**src/rtl/hazard_forward_unit.sv**
```systemverilog
// hazard_forward_unit: load-use stall, branch flush and operand
// forwarding control for the 5-stage ARM pipeline.
module hazard_forward_unit #(
  parameter int REG_W = 4,
  parameter int CNT_W = 16
) (
  input  logic             clk,
  input  logic             reset,
  input  logic [REG_W-1:0] id_rn,
  input  logic [REG_W-1:0] id_rm,
  input  logic [REG_W-1:0] id_rd,
  input  logic             id_use_rn,
  input  logic             id_use_rm,
  input  logic             id_use_rd,
  input  logic             id_rf_en,
  input  logic             id_load,
  input  logic             id_branch_taken,
  output logic             pc_le,
  output logic             ifid_le,
  output logic             ifid_flush,
  output logic             cu_mux_s,
  output logic [1:0]       fwd_a,
  output logic [1:0]       fwd_b,
  output logic [1:0]       fwd_c,
  output logic [CNT_W-1:0] stall_cnt
);

  localparam logic [REG_W-1:0] PC_IDX = REG_W'(15);

  logic [REG_W-1:0] r_ex_rd;
  logic [REG_W-1:0] r_mem_rd;
  logic [REG_W-1:0] r_wb_rd;
  logic             r_ex_we;
  logic             r_ex_ld;
  logic             r_mem_we;
  logic             r_wb_we;
  logic [CNT_W-1:0] r_stall_cnt;
  logic             w_stall;

  function automatic logic hit(
    input logic [REG_W-1:0] x,
    input logic             u,
    input logic [REG_W-1:0] rd,
    input logic             we
  );
    return u & we & (x != PC_IDX) & (x == rd);
  endfunction

  // A load sitting in EX has no result yet, so it never selects 01.
  function automatic logic [1:0] fsel(
    input logic [REG_W-1:0] x,
    input logic             u,
    input logic [REG_W-1:0] exrd,
    input logic             exwe,
    input logic             exld,
    input logic [REG_W-1:0] memrd,
    input logic             memwe,
    input logic [REG_W-1:0] wbrd,
    input logic             wbwe
  );
    logic [1:0] s;
    s = 2'b00;
    if (hit(x, u, exrd, exwe) && !exld)
      s = 2'b01;
    else if (hit(x, u, memrd, memwe))
      s = 2'b10;
    else if (hit(x, u, wbrd, wbwe))
      s = 2'b11;
    return s;
  endfunction

  assign w_stall = r_ex_we & r_ex_ld &
    (hit(id_rn, id_use_rn, r_ex_rd, r_ex_we) |
     hit(id_rm, id_use_rm, r_ex_rd, r_ex_we) |
     hit(id_rd, id_use_rd, r_ex_rd, r_ex_we));

  always_comb begin
    pc_le      = 1'b1;
    ifid_le    = 1'b1;
    cu_mux_s   = 1'b0;
    ifid_flush = 1'b0;
    fwd_a      = 2'b00;
    fwd_b      = 2'b00;
    fwd_c      = 2'b00;
    if (reset) begin
      pc_le      = ~w_stall;
      ifid_le    = ~w_stall;
      cu_mux_s   = ~w_stall;
      ifid_flush = id_branch_taken & ~w_stall;
      fwd_a = fsel(id_rn, id_use_rn, r_ex_rd, r_ex_we, r_ex_ld,
                   r_mem_rd, r_mem_we, r_wb_rd, r_wb_we);
      fwd_b = fsel(id_rm, id_use_rm, r_ex_rd, r_ex_we, r_ex_ld,
                   r_mem_rd, r_mem_we, r_wb_rd, r_wb_we);
      fwd_c = fsel(id_rd, id_use_rd, r_ex_rd, r_ex_we, r_ex_ld,
                   r_mem_rd, r_mem_we, r_wb_rd, r_wb_we);
    end
  end

  always_ff @(posedge clk) begin
    if (!reset) begin
      r_ex_rd     <= '0;
      r_ex_we     <= 1'b0;
      r_ex_ld     <= 1'b0;
      r_mem_rd    <= '0;
      r_mem_we    <= 1'b0;
      r_wb_rd     <= '0;
      r_wb_we     <= 1'b0;
      r_stall_cnt <= '0;
    end else begin
      r_wb_rd  <= r_mem_rd;
      r_wb_we  <= r_mem_we;
      r_mem_rd <= r_ex_rd;
      r_mem_we <= r_ex_we;
      r_ex_rd  <= id_rd;
      r_ex_we  <= id_rf_en & ~w_stall;
      r_ex_ld  <= id_load & ~w_stall;
      if (w_stall && r_stall_cnt != '1)
        r_stall_cnt <= r_stall_cnt + CNT_W'(1);
    end
  end

  assign stall_cnt = r_stall_cnt;

endmodule

```
**config.mk**
```make
export PLATFORM = sky130hd
export DESIGN_NAME = hazard_forward_unit
export DESIGN_NICKNAME = d
export VERILOG_FILES = /design/src/rtl/hazard_forward_unit.sv
export SDC_FILE = /design/constraint.sdc
export NUM_CORES = 1
export LEC_CHECK = 0
export CAP_MARGIN = 5
export CORE_MARGIN = 3
export CORE_UTILIZATION = 50
export CTS_CLUSTER_SIZE = 40
export DETAILED_ROUTE_END_ITERATION = 16
export PLACE_DENSITY = 0.8
export SLEW_MARGIN = 20
export SYNTH_ARGS = -nofsm -noshare
export SYNTH_HDL_FRONTEND = slang
export SYNTH_SLANG_ARGS = --single-unit
```
**constraint.sdc**
```tcl
create_clock -name clk -period 3.55 [get_ports clk]
set_input_delay 0.71 -clock clk [delete_from_list [all_inputs] [get_ports clk]]
set_output_delay 0.71 -clock clk [all_outputs]
set_load 0.02 [all_outputs]
```
==> metrics.md, run 1 <==
| Metric | Value |
|---|---|
| Status | finished clean |
| Mean routed wirelength per cell | 14.46 um |
| Final Slew Violations | 0 |
| Final wirelength | 4858 um |
| Critical Path Slowest Stage Cell | clkdlybuf4s50_1 |
| Crit path max-delay family | buffers and inverters |
| Clk root buf | clkbuf_8 |
| Fillers | 287 |
| Max IR drop VDD | 0.1788 mV |
| NumNets Final | 309 |
| Internal cell power | 0.6014 mW |
| HP Start | stall_cnt[1]$_SDFFE_PN0P_ |
| Die X-Extent | 68.48 um |
| Total Neg Setup Slack | 0 ps |
| Buffers on Ports | 45 |
| Syn_nets | 249 |
| Unrepaired setup endpoints after global routing | yes |
| Switching part of the total power | 24.20% |
| Worst Setup End Kind | primary output |
| DIE AREA | 4690 sq um |
| All-Layer GR Usage | 22.17% |
| Logic pwr share | 14.4% |
| Yosys warns | 0 |
| Slew headroom | 63.38% |
| Synthesized flop and latch total | 32 |
| Initial antenna violation count | 0 |
| Hold buffer count at cts | 0 |
| I/O pins | 46 |
| Fin Hold WS | 491.2 ps |
| CP Data Arrival Time | 2800 ps |
| Tightest Pin Transition | 547.6 ps |
| Seq pwr share | 47.8% |
| CP peak stage delay | 530 ps |
| Max frequency | 284.5 MHz |
| Vias in the first global route | 1621 |
| Clock network power share | 37.7% |
| GP Congestion | 0.9092 |
| Die Span Y | 68.48 um |
| Buffers and inverters on the worst path | 2 |
| DRC violations left | 0 |
| Hpwl dp | 3689 um |
| Hold Crit Class | reg -> reg |
| Fin crit share | 99.00% |
| PwrDens | 296.6 nW/um^2 |
| Initial core utilization | 52.53% |
| Drt pass-1 iters | 4 |
| CP required | 2840 ps |
| Largest cells by area after synthesis | dfxtp_1 (33%), xnor2_1 (11%), and2_1 (5.4%) |
| Share of cells above drive strength 1 | 12.50% |
| Area leader, netlist | dfxtp_1 |
| Layout Cells excl Fill | 336 |
| Final-report setup violation count | 0 |
| Crit path launch type | input port |
| Pin count of the biggest net entering global routing | 24 |
| # diodes | 0 |
| Total CTS buffers | 5 |
| Most common cell on crit path | clkdlybuf4s50_1 |
| CP Class | in -> out |
| Seq/Total Area, Yosys | 32.82% |
| CP max FO | 4 |
| Syn Inst Count | 228 |
| Final hold vios | 0 |
| Final Skew | 6.189 ps |
| Count of cell types in the netlist | 37 |
| CTS clock-pin slew for the worst setup and hold paths | 60 ps |
| Routed Antenna Nets | 0 |
| Core ar. | 3716 sq um |
| Max Root-Sink Buffers | 2 |
| CTS tree | yes |
| Placed Cells | 329 |
| Static leakage | 1.035 nW |
| Final core utilization | 71.99% |
| H-tree depth | 2 |
| Most frequent cells in the layout | clkdlybuf4s50_1 (37), dfxtp_1 (32), xnor2_1 (24) |
| RR Startpoint | r_ex_rd[2]$_SDFF_PN0_ |
| Worst skew pair latency | 280 ps |
| Main synth FF type | dfxtp_1 |
| Post-synth EDFFs | 0 |
| CP cell instances | clkdlybuf4s50_1 -> xnor2_1 -> nand3_2 -> nor3_4 -> nor3_2 -> nand2b_1 -> and3_1 -> clkdlybuf4s50_1 |
| Commonest non-fill, non-tap cell in the layout | clkdlybuf4s50_1 |
| Post-Synthesis Cell Area | 1952 sq um |
| Area Overhead vs Synth | 37.05% |
| Time the worst path needs with I/O delays and setup | 3515 ps |
| Top cell type's share of synthesized area | 32.82% |
| CP startpoint | id_rd[1] |
| Async SR Flop Fraction | 0% |
| Syn_area_per_cell | 8.561 sq um |
| Drt via density | 5.384 |
| Row count | 22 |
| Sw Pwr | 0.1920 mW |
| Max-cap violation count | 0 |
| Via Count | 1809 |
| Grt ovf | 0 |
| First-pass GRT wire length | 7596 um |
| Iter 0 DRT Violations | 73 |
| # clock sinks | 32 |
==> synth_stat cells (all sizes together) (6+ instances only) <==
cell and n:
a21boi 6, and2 17, and3 8, clkbuf 6, dfxtp 32, nand2 24, nand2b 7, nand3 11
nand4 11, nor2 8, nor3 9, nor4 8, o21ai 8, or3 6, xnor2 24, xor2 12
==> per-stage QoR <==
stage	total power, mW	setup slack, ps	cell area (sq um)
after floorplan	0.4420	823.4	1952
after global placement	0.4969	44.81	2537
after detailed placement	0.4994	40.60	2537
after CTS	0.7954	27.40	2634
after global routing	0.8233	-96.02	2675
final	0.7933	35.45	2675
==> power by group through the flow <==
stage	registers, mW	clock network, mW	logic [mW]
after global routing	0.380	0.320	0.123
after floorplan	0.382	0	0.0595
final	0.379	0.299	0.114
after global placement	0.387	0	0.110
after detailed placement	0.387	0	0.112
after CTS	0.379	0.303	0.113
==> cell families (layout without fill, tap and decap cells) <==
group	after synthesis	count (layout)	share of synthesized area, %
AND/OR/NAND/NOR	115	115	34.68
XOR/XNOR	36	36	16.15
flip-flops	32	32	32.82
AO/OA/AOI/OAI	28	28	10.06
buffers and inverters	11	71	3.077
multiplexers	5	5	2.564
adder cells (fa/ha/maj)	1	1	0.6409
==> final cells by class <==
type | count | area [sq um] | area share, %
multi-input combinational | 185 | 1272 | 47.57
sequential | 32 | 640.6 | 23.95
inverter | 2 | 7.507 | 0.2806
clock buffer | 7 | 96.34 | 3.601
tap | 48 | 60.06 | 2.245
timing repair buffer | 62 | 598.1 | 22.36
==> sequential cells by signal, summed over array words and instances, names as in the netlist <==
name / count
stall_cnt: 16
r_ex_rd: 4
r_mem_rd: 4
r_wb_rd: 4
r_ex_ld: 1
r_ex_we: 1
r_mem_we: 1
r_wb_we: 1
==> worst min-delay path: cells and delay by family, from the launching register on <==
kind / cells / cell delay (ps)
mux: 1 / 50
simple gates: 1 / 60
flops: 1 / 330
==> path summary, 6_finish.rpt <==
check                              end  cells after the start  slack [ps]
max                         ifid_flush                      8          40
min          stall_cnt[1]$_SDFFE_PN0P_                      2         490
max reg2reg  stall_cnt[8]$_SDFFE_PN0P_                      8        1410
min reg2reg  stall_cnt[1]$_SDFFE_PN0P_                      2         490
==> routing by layer <==
layer | up-vias | part of all wire, % | track usage [%]
li1 | 925 | - | -
met1 | 838 | 49 | 30.17
met2 | 40 | 46 | 33.97
met3 | 6 | 3.6 | 5.419
met4 | 0 | 1.1 | 7.444
met5 | - | 0 | 0
==> what timing repair did <==
| item | 4_1_cts | 5_1_grt |
|---|---|---|
| endpoints found under the setup margin | 0 | 10 |
| resized for setup | 0 | 12 |
| buffers inserted | 0 | 0 |
Note: power is estimated with default switching activity, not from simulation.
==> run 2: changes to the inputs <==
- CORE_UTILIZATION: 50 -> 54
- PLACE_DENSITY: 0.8 -> 0.86
==> metrics.md, run 2 (synthesized netlist as in run 1, its figures left out) <==
| Metric | Value |
|---|---|
| Status | finished clean |
| Most frequent cells in the layout | clkdlybuf4s50_1 (38), dfxtp_1 (32), xnor2_1 (24), nand2_1 (24) |
| Final-report setup violation count | 0 (unchanged) |
| Unrepaired setup endpoints after global routing | yes |
| HP Start | stall_cnt[4]$_SDFFE_PN0P_ |
| Crit path launch type | input port |
| CP required | 2840 ps (about the same) |
| End of the worst hold path | stall_cnt[4]$_SDFFE_PN0P_ |
| CTS tree | yes |
| Reg2reg path depth | 8 (unchanged) |
| Final Slew Violations | 0 (unchanged) |
| RR Startpoint | r_ex_rd[3]$_SDFF_PN0_ |
| Worst skew pair latency | 340 ps (+60 ps) |
| Tot Pwr | 0.7721 mW (-2.7%) |
| PwrDens | 290.5 nW/um^2 (-2.0%) |
| Max-cap violation count | 0 (unchanged) |
| Total CTS buffers | 5 (unchanged) |
| Die Span Y | 66.12 um (-3.4%) |
| Worst Setup End Kind | primary output |
| Area Overhead vs Synth | 36.15% |
| Time the worst path needs with I/O delays and setup | 3508 ps (-6.097 ps) |
| DIE AREA | 4372 sq um (-6.8%) |
| Tightest Pin Transition | 571.9 ps (+24.35 ps) |
| Final wirelength | 5052 um (+4.0%) |
| # clock sinks | 32 (unchanged) |
| CP max FO | 4 (unchanged) |
| Fin crit share | 98.83% (-0.17 points) |
| CP Data Arrival Time | 2800 ps (about the same) |
| NumNets Final | 309 (unchanged) |
| Drt via density | 5.624 (+4.5%) |
| Pin count of the biggest net entering global routing | 24 (unchanged) |
| First-pass GRT wire length | 8211 um (+8.1%) |
| Via Count | 1884 (+4.1%) |
| Hpwl dp | 3737 um (+1.3%) |
| Mean routed wirelength per cell | 15.08 um (+4.3%) |
| Drt pass-1 iters | 4 (unchanged) |
| Vias in the first global route | 1770 (+9.2%) |
| Grt ovf | 0 (unchanged) |
| Slew headroom | 61.75% (-1.6 points) |
| Fin Hold WS | 505.9 ps (+14.71 ps) |
| Clk root buf | clkbuf_4 |
| GP Congestion | 0.8923 (-1.9%) |
| Final Skew | 6.182 ps (-0.006550 ps) |
| Routed Antenna Nets | 0 (unchanged) |
| Max frequency | 285.0 MHz (+0.17%) |
| Hold Crit Class | reg -> reg |
| Layout Cells excl Fill | 335 (-0.30%) |
| Worst R2R End | stall_cnt[8]$_SDFFE_PN0P_ |
| Total Neg Setup Slack | 0 ps (unchanged) |
| DP Worst Slack | 0.1628 ps (-40.44 ps) |
| DRC violations left | 0 (unchanged) |
| Max Root-Sink Buffers | 2 (unchanged) |
| CP Class | in -> out |
| Commonest non-fill, non-tap cell in the layout | clkdlybuf4s50_1 |
| Iter 0 DRT Violations | 74 (+1.4%) |
| Max reg flops | 16 (unchanged) |
| CTS clock-pin slew for the worst setup and hold paths | 100 ps (+40 ps) |
| Row count | 21 (-4.5%) |
| Static leakage | 0.9974 nW (-3.6%) |
| Reg2Reg Setup Slack | 1400 ps (about the same) |
| Final hold vios | 0 (unchanged) |
| Die X-Extent | 66.12 um (-3.4%) |
| Worst Setup Slack, final | 41.55 ps (+6.097 ps) |
| Max IR drop VDD | 0.2873 mV (+61%) |
| # diodes | 0 (unchanged) |
| Core ar. | 3416 sq um (-8.1%) |
| Buffers on Ports | 45 (unchanged) |
| I/O pins | 46 (unchanged) |
| Placed Cells | 327 (-0.61%) |
| Hold path depth | 2 (unchanged) |
| H-tree depth | 2 (unchanged) |
| Initial core utilization | 57.14% (+4.6 points) |
| Post-CTS Setup Repair Bufs | 0 (unchanged) |
| Initial antenna violation count | 0 (unchanged) |
| All-Layer GR Usage | 24.73% (+2.6 points) |
| Share of cells above drive strength 1 | 12.80% (+0.30 points) |
## run 2: changes by cell type in the layout (fill, tap and decap cells not counted), sizes merged
cell           delta
clkbuf            -2
bufinv            +1
clkdlybuf4s50     +1
clkinv            +1
clkinvlp          +1
dlymetal6s2s      -1
## run 2: worst max-delay path by stage
stage	from	endpoint	slack, ps	depth (start not counted)
2_1_floorplan	id_rd[2]	pc_le	820	9
3_3_place_gp	id_rn[2]	ifid_flush	50	8
3_5_place_dp	id_rn[3]	ifid_flush	0.2	8
4_1_cts	id_rm[1]	ifid_flush	40	8
5_1_grt	id_rd[2]	ifid_flush	-80	8
6_report	id_rd[1]	ifid_flush	40	8
## run 2: area by class of cell
cell class                 instances  area (sq um)
clock buffer                       5         37.54
clock inverter                     3         42.54
fill                             243         758.2
inverter                           2         7.507
multi-input combinational        185          1276
sequential                        32         640.6
tap                               46         57.56
timing repair buffer              62         595.6
## run 2: power by group
part | switching, mW | internal, mW | leakage, nW
clock | 0.131 | 0.147 | 0.0412
combinational | 0.0529 | 0.0622 | 0.696
sequential | 0.0127 | 0.366 | 0.261
## run 2: through the flow
step / utilization, % / cell area [sq um]
after floorplan: - / 1952
after global placement: 74.21 / 2535
after detailed placement: 74.21 / 2535
after CTS: 76.56 / 2615
after global routing: 77.80 / 2658
final: 77.80 / 2658
## run 2: critical path, stage by stage
cell and delay (ps):
clkdlybuf4s50_1 480, xnor2_1 230, nand3_2 140, nor3_4 220
nor3_2 70, nand2b_1 190, and3_1 210, clkdlybuf4s50_1 540
## run 2: what timing repair did
item,in CTS,in global routing
hold buffers,0,0
endpoints found under the hold margin,0,0
gates resized for setup,0,11
endpoints found under the setup margin,1,10
pin swaps,1,0
## run 2: per-layer routing
metal  vias to the layer above  GRT usage [%]  routed length, um
met1                       889          33.82               2334
met3                        10          6.122                225
li1                        929              -                  -
met2                        56          37.55               2398
met4                         0          8.629                 93
met5                         -              0                  0
